$ cat config.mk
export PLATFORM = sky130hd
export DESIGN_NAME = serial_bit_tx_flat
export DESIGN_NICKNAME = d
export VERILOG_FILES = /design/src/rtl/serial_bit_tx_pkg.sv /design/src/rtl/serial_bit_tx_if.sv /design/src/rtl/serial_bit_tx_jk_ff.sv /design/src/rtl/serial_bit_tx.sv /design/src/flat_wrapper.sv
export SDC_FILE = /design/constraint.sdc
export NUM_CORES = 1
export LEC_CHECK = 0
export CAP_MARGIN = 0
export CORE_UTILIZATION = 30
export CTS_CLUSTER_SIZE = 20
export DETAILED_ROUTE_END_ITERATION = 8
export GPL_ROUTABILITY_DRIVEN = 1
export PLACE_DENSITY = 0.51
export SETUP_SLACK_MARGIN = 0.5
export SYNTH_ARGS = -nofsm -noshare
export SYNTH_HDL_FRONTEND = slang
export SYNTH_SLANG_ARGS = --single-unit
$ cat constraint.sdc
create_clock -name clk -period 2.88 [get_ports clk]
set_clock_uncertainty 0.2 [all_clocks]
set_input_delay 0.72 -clock clk [delete_from_list [all_inputs] [get_ports clk]]
set_output_delay 0.72 -clock clk [all_outputs]
set_load 0.005 [all_outputs]
$ cat src/rtl/serial_bit_tx_pkg.sv
// serial_pkg: shared definitions for the serial bit transmitter.
//   - state_t: 2-bit FSM state (IDLE=00, SHIFT=01, DONE=10, 11 illegal)
//   - clog2(): constant helper used to size the bit counter
package serial_pkg;

    typedef enum logic [1:0] {
        ST_IDLE  = 2'b00,
        ST_SHIFT = 2'b01,
        ST_DONE  = 2'b10,
        ST_ILL   = 2'b11
    } state_t;

    // Ceiling log2, minimum 1 so a counter always has at least one bit.
    function automatic int clog2(input int v);
        int r;
        r = 1;
        for (int i = 1; i < 32; i++) begin
            if ((1 << i) < v) r = i + 1;
        end
        return r;
    endfunction

endpackage

$ cat src/rtl/serial_bit_tx_if.sv
// serial_bit_tx_if: word-load / serial-bit bus of the transmitter.
//   load, din           : word request from the producer (master -> slave)
//   busy, x, x_valid,   : serial stream and status from the transmitter
//   done                  (slave -> master)
interface serial_bit_tx_if #(
    parameter int WIDTH = 8
);
    logic             load;
    logic [WIDTH-1:0] din;
    logic             busy;
    logic             x;
    logic             x_valid;
    logic             done;

    modport master (output load, din, input busy, x, x_valid, done);
    modport slave  (input load, din, output busy, x, x_valid, done);
endinterface

$ cat src/rtl/serial_bit_tx_jk_ff.sv
// jk_ff: JK flip-flop, asynchronous active-high reset to 0.
//   Q out; J, K, clk, rst in.  Q+ = J&~Q | ~K&Q
module jk_ff (
    output logic Q,
    input  logic J,
    input  logic K,
    input  logic clk,
    input  logic rst
);
    always_ff @(posedge clk or posedge rst) begin
        if (rst) Q <= 1'b0;
        else     Q <= (J & ~Q) | (~K & Q);
    end
endmodule

$ cat src/rtl/serial_bit_tx.sv
// serial_bit_tx: loads a parallel word on bus.load and shifts it out on
// bus.x one bit per clk, qualified by bus.x_valid, followed by a one-cycle
// bus.done pulse.
//   clk, rst : clock, asynchronous active-high reset
//   bus      : serial_bit_tx_if.slave (load, din in; busy, x, x_valid, done out)
module serial_bit_tx
    import serial_pkg::*;
#(
    parameter int WIDTH     = 8,
    parameter bit LSB_FIRST = 1'b1
) (
    input  logic            clk,
    input  logic            rst,
    serial_bit_tx_if.slave  bus
);
    localparam int CW = clog2(WIDTH);

    state_t           w_state;
    logic             w_q0, w_q1;
    logic             w_j0, w_k0, w_j1, w_k1;
    logic             w_last;
    logic             w_accept;
    logic             w_busy, w_x, w_done;
    logic [WIDTH-1:0] r_sh;
    logic [CW-1:0]    r_cnt;

    // State register: one JK flop per state bit.
    jk_ff u_s0 (.Q(w_q0), .J(w_j0), .K(w_k0), .clk(clk), .rst(rst));
    jk_ff u_s1 (.Q(w_q1), .J(w_j1), .K(w_k1), .clk(clk), .rst(rst));

    assign w_state = state_t'({w_q1, w_q0});
    assign w_last  = (r_cnt == CW'(WIDTH - 1));

    // Next-state as JK excitation, from the transition table:
    //   s0+ : 00->load, 01->~last, 10->load, 11->0
    //   s1+ : 01->last, all others 0
    // J0 covers s0=0 rows (load), K0 clears s0 on last or from 11,
    // J1 sets s1 only from 01 on last, K1=1 so DONE/11 never persist.
    always_comb begin
        w_j0     = bus.load;
        w_k0     = w_last | w_q1;
        w_j1     = w_q0 & w_last;
        w_k1     = 1'b1;
        w_accept = 1'b0;
        w_busy   = 1'b0;
        w_x      = 1'b0;
        w_done   = 1'b0;
        case (w_state)
            ST_IDLE:  w_accept = bus.load;
            ST_SHIFT: begin
                w_busy = 1'b1;
                w_x    = LSB_FIRST ? r_sh[0] : r_sh[WIDTH-1];
            end
            ST_DONE: begin
                w_done   = 1'b1;
                w_accept = bus.load;
            end
            default: ;
        endcase
    end

    // Shift register and bit counter; the counter is cleared on the last
    // bit so it never reaches WIDTH.
    always_ff @(posedge clk or posedge rst) begin
        if (rst) begin
            r_sh  <= '0;
            r_cnt <= '0;
        end else if (w_accept) begin
            r_sh  <= bus.din;
            r_cnt <= '0;
        end else if (w_state == ST_SHIFT) begin
            r_sh  <= LSB_FIRST ? (r_sh >> 1) : (r_sh << 1);
            r_cnt <= w_last ? '0 : r_cnt + 1'b1;
        end
    end

    assign bus.busy    = w_busy;
    assign bus.x_valid = w_busy;
    assign bus.x       = w_x;
    assign bus.done    = w_done;

endmodule

$ cat src/flat_wrapper.sv
// flat-port wrapper written by rule: the top's interface ports become plain ports
module serial_bit_tx_flat import serial_pkg::*;
#(
    parameter int WIDTH     = 8,
    parameter bit LSB_FIRST = 1'b1
)
  (clk, rst, bus_load, bus_din, bus_busy, bus_x, bus_x_valid, bus_done);
  serial_bit_tx_if #(.WIDTH(WIDTH)) bus_i ();
  input  logic clk;
  input  logic rst;
  input wire logic [$bits(bus_i.load)-1:0] bus_load;
  input wire logic [$bits(bus_i.din)-1:0] bus_din;
  output wire logic [$bits(bus_i.busy)-1:0] bus_busy;
  output wire logic [$bits(bus_i.x)-1:0] bus_x;
  output wire logic [$bits(bus_i.x_valid)-1:0] bus_x_valid;
  output wire logic [$bits(bus_i.done)-1:0] bus_done;
  assign bus_i.load = bus_load;
  assign bus_i.din = bus_din;
  assign bus_busy = bus_i.busy;
  assign bus_x = bus_i.x;
  assign bus_x_valid = bus_i.x_valid;
  assign bus_done = bus_i.done;
  serial_bit_tx #(.WIDTH(WIDTH), .LSB_FIRST(LSB_FIRST)) u_core (.clk(clk), .rst(rst), .bus(bus_i));
endmodule
==> results.yml, run 1 <==
synth:
  synth-edff-count: 0
  yosys.area.top_type: "dfrtp_1"
  syn-cell-area_sq_um: 2500
  synth_nets: 301
  yosysTopAreaCellShare_pct: 42.0
  syn_inst: 289
  async_flop_share_pct: 100
  yosysSeqAreaShare_pct: 42.0
  synth.distinct_cells: 49
  syn_area_per_cell_sq_um: 8.66
  yosysWarnings: 0
  synth.area.top_cells: "dfrtp_1 42%, nand2_1 4.5%, a31oi_1 4.3%"
  synth_ff_type: "dfrtp_1"
  ys_ff_latch: 42
global_routing:
  grt_max_degree: 43
  grt_use_total_pct: 16.5
  grt_pass1_vias: 2210
  grt_pass1_wl_microns: 11200
  antenna_found_initial: 0
  overflow: 0
placed_design:
  dp_hpwl_microns: 4310
  placedCellCount: 394
  placed_area_sq_um: 2730
  numPortBuffers: 14
  globalplace.congestion: 0.812
cts:
  htreeDepth: 2
  clk-insertion-delay-late_ns: 0.30
  cts_made_buffers: 5
  cts_tree: "yes"
  clock-sinks: 42
  clkTransAtPathRegs_ns: 0.09
  clockRootBuffer: "clkbuf_8"
  cts_buffer_depth: 2
die:
  die_area_sq_um: 8710
  die_h_microns: 93.3
  die_w_microns: 93.3
  start_util_pct: 31.7
  rows: 32
  ios: 15
  coreArea_sq_um: 7890
timing:
  worstMarginPinSlew_ns: 0.554
  finalSetupViolCount: 0
  fin_setup_tns_ns: 0
  slew_headroom_pct: 63.1
  hold_viol: 0
  rsz0062_at_grt: "yes"
  worst_hold_slack_ns: 0.304
  maxSlewViolCount: 0
  period_share_pct: 81.4
  period_needed_ns: 2.34
  max_freq_mhz: 427
setup_path:
  critPathTopFamily: "simple AND/OR/NAND/NOR gates"
  crit_type: "flip-flop to flip-flop"
  critPathLaunchType: "flip-flop"
  cp_max_fo: 6
  cp.arrival_ns: 2.37
  worstPathCellList: "nand4_1 -> or4_4 -> or3_4 -> or4_1 -> o211ai_1"
  end_kind: "flip-flop"
  critPathMaxStageDelay_ns: 0.60
  slowest_stage: "or4_4"
  required_ns: 2.90
  path_buf_inv: 0
final_layout:
  insertedDiodeCount: 0
  utilization_pct: 38.5
  nets: 329
  final_common_cell: "dfrtp_1"
  stdcell_count: 420
  final_cell_area_sq_um: 3040
  final_cell_mix: "31 x dfrtp_1, 30 x nand2_1, 29 x buf_4"
  drive_gt1_share_pct: 21.4
  fillers: 780
  area_growth_pct: 21.4
  seq_area_sq_um: 1060
  multiInputGateArea_sq_um: 1270
route:
  first_pass_iters: 4
  antenna_left: 0
  drt-vias-per-instance: 5.50
  wl_per_cell_microns: 16.0
  totalWireLength_microns: 6720
  num_vias: 2310
  drc: 0
  drt-initial-drc-count: 139
worst_hold_path:
  worstHoldPathType: "flip-flop to flip-flop"
outcome:
  status: "finished, final reports clean"
power_and_ir_drop:
  vdd_ir_drop_max_v: 0.000244
  p_per_area_nw_per_um2: 394
  leakagePower_uw: 0.00133
run:
  drv_cap: 0
## kinds of logic after synthesis
group	after synthesis	share of synthesized area, %
AOI/OAI and AO/OA	73	18.1
DFF	42	42.0
and+or+nand+nor	138	30.4
adders and majority gates	1	0.500
buffers and inverters	33	8.20
muxes	2	0.800
## area by class of cell
| type | instances | share of cell area, % |
|---|---|---|
| inverter | 8 | 0.988 |
| timing repair buffer | 46 | 13.4 |
| tap | 102 | 4.20 |
| sequential | 42 | 35.0 |
| multi-input combinational | 214 | 41.8 |
| clock buffer | 5 | 2.26 |
| clock inverter | 3 | 2.26 |
## registers in the layout (all words and copies together), names as in the netlist
signal,flops
u_core.r_cnt,32
u_core.u_s0.Q,1
u_core.u_s1.Q,1
u_core.r_sh,8
## report_power, final
| part | total [uW] | internal, uW | switching (uW) |
|---|---|---|---|
| clock | 577 | 348 | 229 |
| combinational | 30.4 | 15.7 | 14.7 |
| sequential | 589 | 589 | 0 |
| total | 1200 | 952 | 244 |
## synth_stat cells (5+ instances only)
cell	instances
nor3_1	6
inv_1	8
and3_1	5
a31oi_1	17
or3_2	5
nand4_1	13
nor2_1	23
or3_1	5
a21oi_1	17
o22ai_1	6
dfrtp_1	42
a21o_1	5
o21ai_0	15
clkbuf_1	8
nand3_1	15
nand2_1	30
nor4_1	12
## worst register-to-register path, stage by stage (launching register included)
cell and delay (ns):
dfrtp_2 0.39, nand4_1 0.12, or4_4 0.60, or3_4 0.38, or4_1 0.48, o211ai_1 0.09
## metrics by stage
step           setup WS, ns  power (uW)
5_1_grt               0.467        1230
3_5_place_dp          0.128         633
2_1_floorplan         0.482         611
3_3_place_gp          0.195         632
6_report              0.537        1200
4_1_cts               0.498        1210
## per-layer routing
layer / GRT usage, % / vias to the layer above / routed length (microns)
met5: 0 / - / 0
met4: 5.00 / 0 / 108
met3: 3.58 / 13 / 297
met2: 26.5 / 59 / 3120
met1: 22.2 / 1101 / 3200
li1: - / 1137 / -
## worst paths after layout
path	start	to	slack, ns	cells after the start
max in group asynchronous	rst	u_core.r_cnt[14]	1.70	3
max	u_core.r_cnt[13]	u_core.r_cnt[25]	0.54	5
min in group asynchronous	rst	u_core.r_cnt[8]	0.54	3
max reg2reg	u_core.r_cnt[13]	u_core.r_cnt[25]	0.54	5
min	u_core.r_sh[0]	u_core.r_sh[0]	0.30	2
min reg2reg	u_core.r_sh[0]	u_core.r_sh[0]	0.30	2
## what timing repair did
item / in CTS / in global routing
gates cloned: 0 / 0
resized for setup: 15 / 8
pin swaps: 0 / 2
hold buffers: 0 / 0
endpoints found under the setup margin: 27 / 22
setup buffers: 9 / 9
Power figures use the tool's default switching activity.
==> inputs of run 2 (changes only) <==
==> constraint.sdc (replaced) <==
create_clock -name clk -period 2.3 [get_ports clk]
set_clock_uncertainty 0.2 [all_clocks]
set_input_delay 0.575 -clock clk [delete_from_list [all_inputs] [get_ports clk]]
set_output_delay 0.575 -clock clk [all_outputs]
set_load 0.005 [all_outputs]
==> results.yml, run 2 (same netlist as run 1, synthesis figures left out) <==
timing:
  maxSlewViolCount: 0
  rsz0062_at_grt: "yes"
  period_share_pct: 98.5
  worstMarginPinSlew_ns: 0.540
  max_freq_mhz: 441
  hold_viol: 0
  period_needed_ns: 2.27
  finalSetupViolCount: 0
  fin_ws_ns: 0.0346
  fin_setup_tns_ns: 0
  slew_headroom_pct: 63.8
cts:
  cts_buffer_depth: 2
  clockRootBuffer: "clkbuf_8"
  clkTransAtPathRegs_ns: 0.09
  clock-sinks: 42
  holdBufCountCts: 0
  cts_tree: "yes"
  htreeDepth: 2
  clk-insertion-delay-late_ns: 0.31
  cts_made_buffers: 5
setup_path:
  reg2reg_slack_ns: 0.03
  slowest_stage: "or4_4"
  end_kind: "flip-flop"
  critPathLaunchType: "flip-flop"
  critPathMaxStageDelay_ns: 0.57
  cp.arrival_ns: 2.30
  crit_type: "flip-flop to flip-flop"
  r2r-end: "u_core.r_cnt[25]"
  cp_max_fo: 4
  required_ns: 2.33
  r2r_cells: 5
  worstPathCellList: "nand4_4 -> or4_4 -> or3_4 -> or4_1 -> o211ai_1"
  r2r-start: "u_core.r_cnt[4]"
global_routing:
  grt_max_degree: 19
  busiest_layer: "met2"
  grt_util_met1_pct: 25.1
  grt_use_total_pct: 18.3
  antenna_found_initial: 0
  gr-usage-met3_pct: 2.76
  overflow: 0
  grtUsageMet2_pct: 29.7
  grt_pass1_vias: 2410
  grt_pass1_wl_microns: 12300
power_and_ir_drop:
  clock_power_share_pct: 39.4
  p_int_uw: 973
  leakagePower_uw: 0.00159
  switching_share_pct: 24.3
  vdd_ir_drop_max_v: 0.000161
  p_comb_share_pct: 3.2
  p_per_area_nw_per_um2: 362
  fin_total_pwr_uw: 1280
  power_switching_uw: 312
  p_seq_share_pct: 57.4
die:
  ios: 15
  die_w_microns: 93.3
  coreArea_sq_um: 7890
  start_util_pct: 31.7
  rows: 32
  die_h_microns: 93.3
  die_area_sq_um: 8710
route:
  wl_per_cell_microns: 16.0
  drt-vias-per-instance: 5.44
  first_pass_iters: 4
  drc: 0
  drt-initial-drc-count: 116
  totalWireLength_microns: 7400
  num_vias: 2515
  antenna_left: 0
worst_hold_path:
  worstHoldPathType: "flip-flop to flip-flop"
  hold_start: "u_core.r_sh[6]"
  hold_end: "u_core.r_sh[6]"
  hold_path_depth: 2
final_layout:
  seq_area_sq_um: 1060
  final_cell_mix: "60 x buf_4, 37 x dfrtp_1, 29 x nand2_1"
  drive_gt1_share_pct: 36.1
  final_common_cell: "buf_4"
  area_growth_pct: 41.8
  largestRegisters: "u_core.r_cnt (32), u_core.r_sh (8)"
  utilization_pct: 45.0
  top_register: "u_core.r_cnt"
  multiInputGateArea_sq_um: 1420
  nets: 371
  largest_reg_flops: 32
  fillers: 749
  insertedDiodeCount: 0
  final_cell_area_sq_um: 3550
placed_design:
  preCtsSetupSlack_ns: -0.0255
  globalplace.congestion: 0.812
  dp_hpwl_microns: 4980
  placed_area_sq_um: 3040
  numPortBuffers: 14
outcome:
  status: "finished, final reports clean"
run:
  drv_cap: 0
-- run 2: cell types whose count changed in the layout (fill, tap and decap cells not counted), sizes merged --
cell | before | now
bufinv | 2 | 0
dlymetal6s2s | 1 | 0
bufbuf | 0 | 2
clkinvlp | 0 | 1
dlygate4sd2 | 3 | 0
buf | 32 | 76
clkinv | 2 | 3
-- run 2: power by group through the flow --
stage / logic (uW) / registers [uW] / clock network (uW)
6_report: 41.0 / 738 / 506
5_1_grt: 46.9 / 738 / 543
4_1_cts: 43.1 / 738 / 517
3_5_place_dp: 43.2 / 752 / 0
3_3_place_gp: 42.5 / 752 / 0
2_1_floorplan: 12.3 / 752 / 0
-- run 2: critical path, delay by kind of cell (launching register included) --
kind / cells / cell delay, ns
AOI/OAI and AO/OA: 1 / 0.09
DFF: 1 / 0.40
and+or+nand+nor: 4 / 1.51
-- run 2: how the worst max path moves through the flow --
stage                                 from          endpoint  slack (ns)  depth (start not counted)
after floorplan           u_core.r_cnt[11]  u_core.r_cnt[25]        -0.1                          7
after global placement            bus_load  u_core.r_cnt[12]      -0.002                          6
after detailed placement          bus_load  u_core.r_cnt[12]       -0.03                          6
after CTS                  u_core.r_cnt[4]  u_core.r_cnt[25]        0.03                          5
after global routing       u_core.r_cnt[4]  u_core.r_cnt[25]       -0.03                          5
final                      u_core.r_cnt[4]  u_core.r_cnt[25]        0.03                          5
-- run 2: final cells by class --
class,instances,share of cell area [%]
inverter,8,0.987
clock buffer,5,1.94
sequential,42,29.8
multi-input combinational,214,40.1
tap,102,3.60
timing repair buffer,88,23.0
clock inverter,3,0.599
-- run 2: timing repair --
action                                  CTS  global route
pin swaps                                 7             2
gates cloned                              2             0
endpoints found under the setup margin   38            40
buffers inserted                         17             4
resized for setup                        49            19
-- run 2: layer usage --
metal  part of all wire [%]  vias up
met2                     47       41
met3                    3.2        9
met4                    1.3        0
met5                      0        -
li1                       -     1221
met1                     48     1244
-- run 2: through the flow --
step | std cells | hold WS (ns)
floorplan | 289 | 0.246
global placement | 431 | 0.276
detailed placement | 431 | 0.273
CTS | 458 | 0.304
global route | 462 | 0.335
finish | 462 | 0.301
==> inputs of run 3 (changes only) <==
--- a/config.mk
+++ b/config.mk
@@ -10,6 +10,8 @@
 export CTS_CLUSTER_SIZE = 20
 export DETAILED_ROUTE_END_ITERATION = 8
 export GPL_ROUTABILITY_DRIVEN = 1
+export HOLD_SLACK_MARGIN = 0.06
+export MAX_ROUTING_LAYER = met4
 export PLACE_DENSITY = 0.51
 export SETUP_SLACK_MARGIN = 0.5
 export SYNTH_ARGS = -nofsm -noshare
==> results.yml, run 3 (same netlist as run 1, synthesis figures left out) <==
final_layout:
  insertedDiodeCount: 0
  final_common_cell: "buf_4"
  top_register: "u_core.r_cnt"
  nets: 376
  drive_gt1_share_pct: 42.7
  fillers: 729
  final_cell_mix: "57 x buf_4, 37 x dfrtp_1, 28 x nand2_1"
  final_cell_area_sq_um: 3770
  area_growth_pct: 50.8
  multiInputGateArea_sq_um: 1560
  seq_area_sq_um: 1060
  largestRegisters: "u_core.r_cnt (32), u_core.r_sh (8)"
  largest_reg_flops: 32
power_and_ir_drop:
  p_comb_share_pct: 3.2
  p_int_uw: 973
  p_per_area_nw_per_um2: 341
  leakagePower_uw: 0.00164
  vdd_ir_drop_max_v: 0.000161
  p_seq_share_pct: 57.3
  power_switching_uw: 314
  switching_share_pct: 24.4
  clock_power_share_pct: 39.5
setup_path:
  cp_max_fo: 4
  critPathLaunchType: "flip-flop"
  required_ns: 2.33
  end_kind: "flip-flop"
  cp.arrival_ns: 2.30
  crit_type: "flip-flop to flip-flop"
global_routing:
  busiest_layer: "met2"
  grt_use_total_pct: 18.9
  overflow: 0
  grt_util_met1_pct: 25.2
  grt_pass1_vias: 2410
  gr-usage-met3_pct: 2.76
  grtUsageMet2_pct: 29.6
  grt_max_degree: 19
  antenna_found_initial: 0
  grt_pass1_wl_microns: 12300
timing:
  max_freq_mhz: 441
  period_share_pct: 98.7
  worstMarginPinSlew_ns: 0.548
  fin_ws_ns: 0.0307
  rsz0062_at_grt: "yes"
  slew_headroom_pct: 63.2
  hold_viol: 0
  finalSetupViolCount: 0
  period_needed_ns: 2.27
  maxSlewViolCount: 0
route:
  totalWireLength_microns: 7810
  num_vias: 2586
  antenna_left: 0
  wl_per_cell_microns: 16.7
  first_pass_iters: 4
  drt-initial-drc-count: 116
  drc: 0
  drt-vias-per-instance: 5.54
die:
  die_area_sq_um: 8710
  die_h_microns: 93.3
  die_w_microns: 93.3
  coreArea_sq_um: 7890
  rows: 32
  start_util_pct: 31.7
  ios: 15
cts:
  htreeDepth: 2
  cts_made_buffers: 5
  holdBufCountCts: 0
  clk-insertion-delay-late_ns: 0.31
  cts_buffer_depth: 2
  clkTransAtPathRegs_ns: 0.09
  clock-sinks: 42
  clockRootBuffer: "clkbuf_8"
  cts_tree: "yes"
placed_design:
  numPortBuffers: 14
  placed_area_sq_um: 3040
  dp_hpwl_microns: 4980
  globalplace.congestion: 0.824
  preCtsSetupSlack_ns: -0.0255
outcome:
  status: "finished, final reports clean"
worst_hold_path:
  worstHoldPathType: "flip-flop to flip-flop"
run:
  drv_cap: 0
-- run 3: cell count changes in the layout (fill, tap and decap cells not counted), sizes merged --
cell,change
clkbuf,+2
buf,+5
bufbuf,-2
-- run 3: critical path, cell delays in order, from the launching register on --
cell and delay, ns:
dfrtp_1 0.40, nand4_4 0.12, or4_4 0.57, or3_4 0.36, or4_1 0.47, o211ai_1 0.09
-- run 3: cell type report --
class / count / share of cell area (%)
clock inverter: 3 / 0.564
timing repair buffer: 93 / 24.0
inverter: 8 / 0.928
multi-input combinational: 214 / 41.3
clock buffer: 5 / 1.82
tap: 102 / 3.38
sequential: 42 / 28.0
-- run 3: repair_timing --
item                                    in CTS  in global routing
cloned                                       2                  2
resized for setup                           49                 58
buffers inserted                            17                  7
pin swaps                                    7                 10
endpoints found under the setup margin      38                 40
endpoints found under the hold margin        0                  0
-- run 3: metrics by stage --
| stage | power [uW] | hold slack, ns | util [%] | setup TNS [ns] | cells |
|---|---|---|---|---|---|
| after global placement | 795 | 0.276 | 38.5 | -0.00202 | 431 |
| after global routing | 1330 | 0.335 | 47.8 | -0.0494 | 467 |
| after detailed placement | 796 | 0.273 | 38.5 | -0.0289 | 431 |
| after floorplan | 765 | 0.246 | - | -0.0975 | 289 |
| after CTS | 1300 | 0.304 | 43.9 | 0 | 458 |
| final | 1290 | 0.301 | 47.8 | 0 | 467 |
-- run 3: layer usage --
metal,vias to the layer above,wire [microns]
li1,1228,-
met1,1291,3680
met2,58,3800
met3,9,228
met4,0,95
met5,-,0
-- run 3: power groups by stage --
stage	Sequential (uW)	Clock (uW)	Combinational (uW)
after floorplan	752	0	12.3
after global placement	752	0	42.5
after detailed placement	752	0	43.2
after CTS	738	517	43.1
after global routing	738	542	46.9
final	738	508	41.0
-- run 3: worst paths after layout --
kind / from / end / slack, ns / cells past startpoint
max: u_core.r_cnt[4] / u_core.r_cnt[25] / 0.03 / 5
min: u_core.r_sh[6] / u_core.r_sh[6] / 0.30 / 2
max reg2reg: u_core.r_cnt[4] / u_core.r_cnt[25] / 0.03 / 5
min reg2reg: u_core.r_sh[6] / u_core.r_sh[6] / 0.30 / 2
max in group asynchronous: rst / u_core.u_s0.Q / 1.00 / 3
min in group asynchronous: rst / u_core.r_cnt[25] / 0.35 / 2
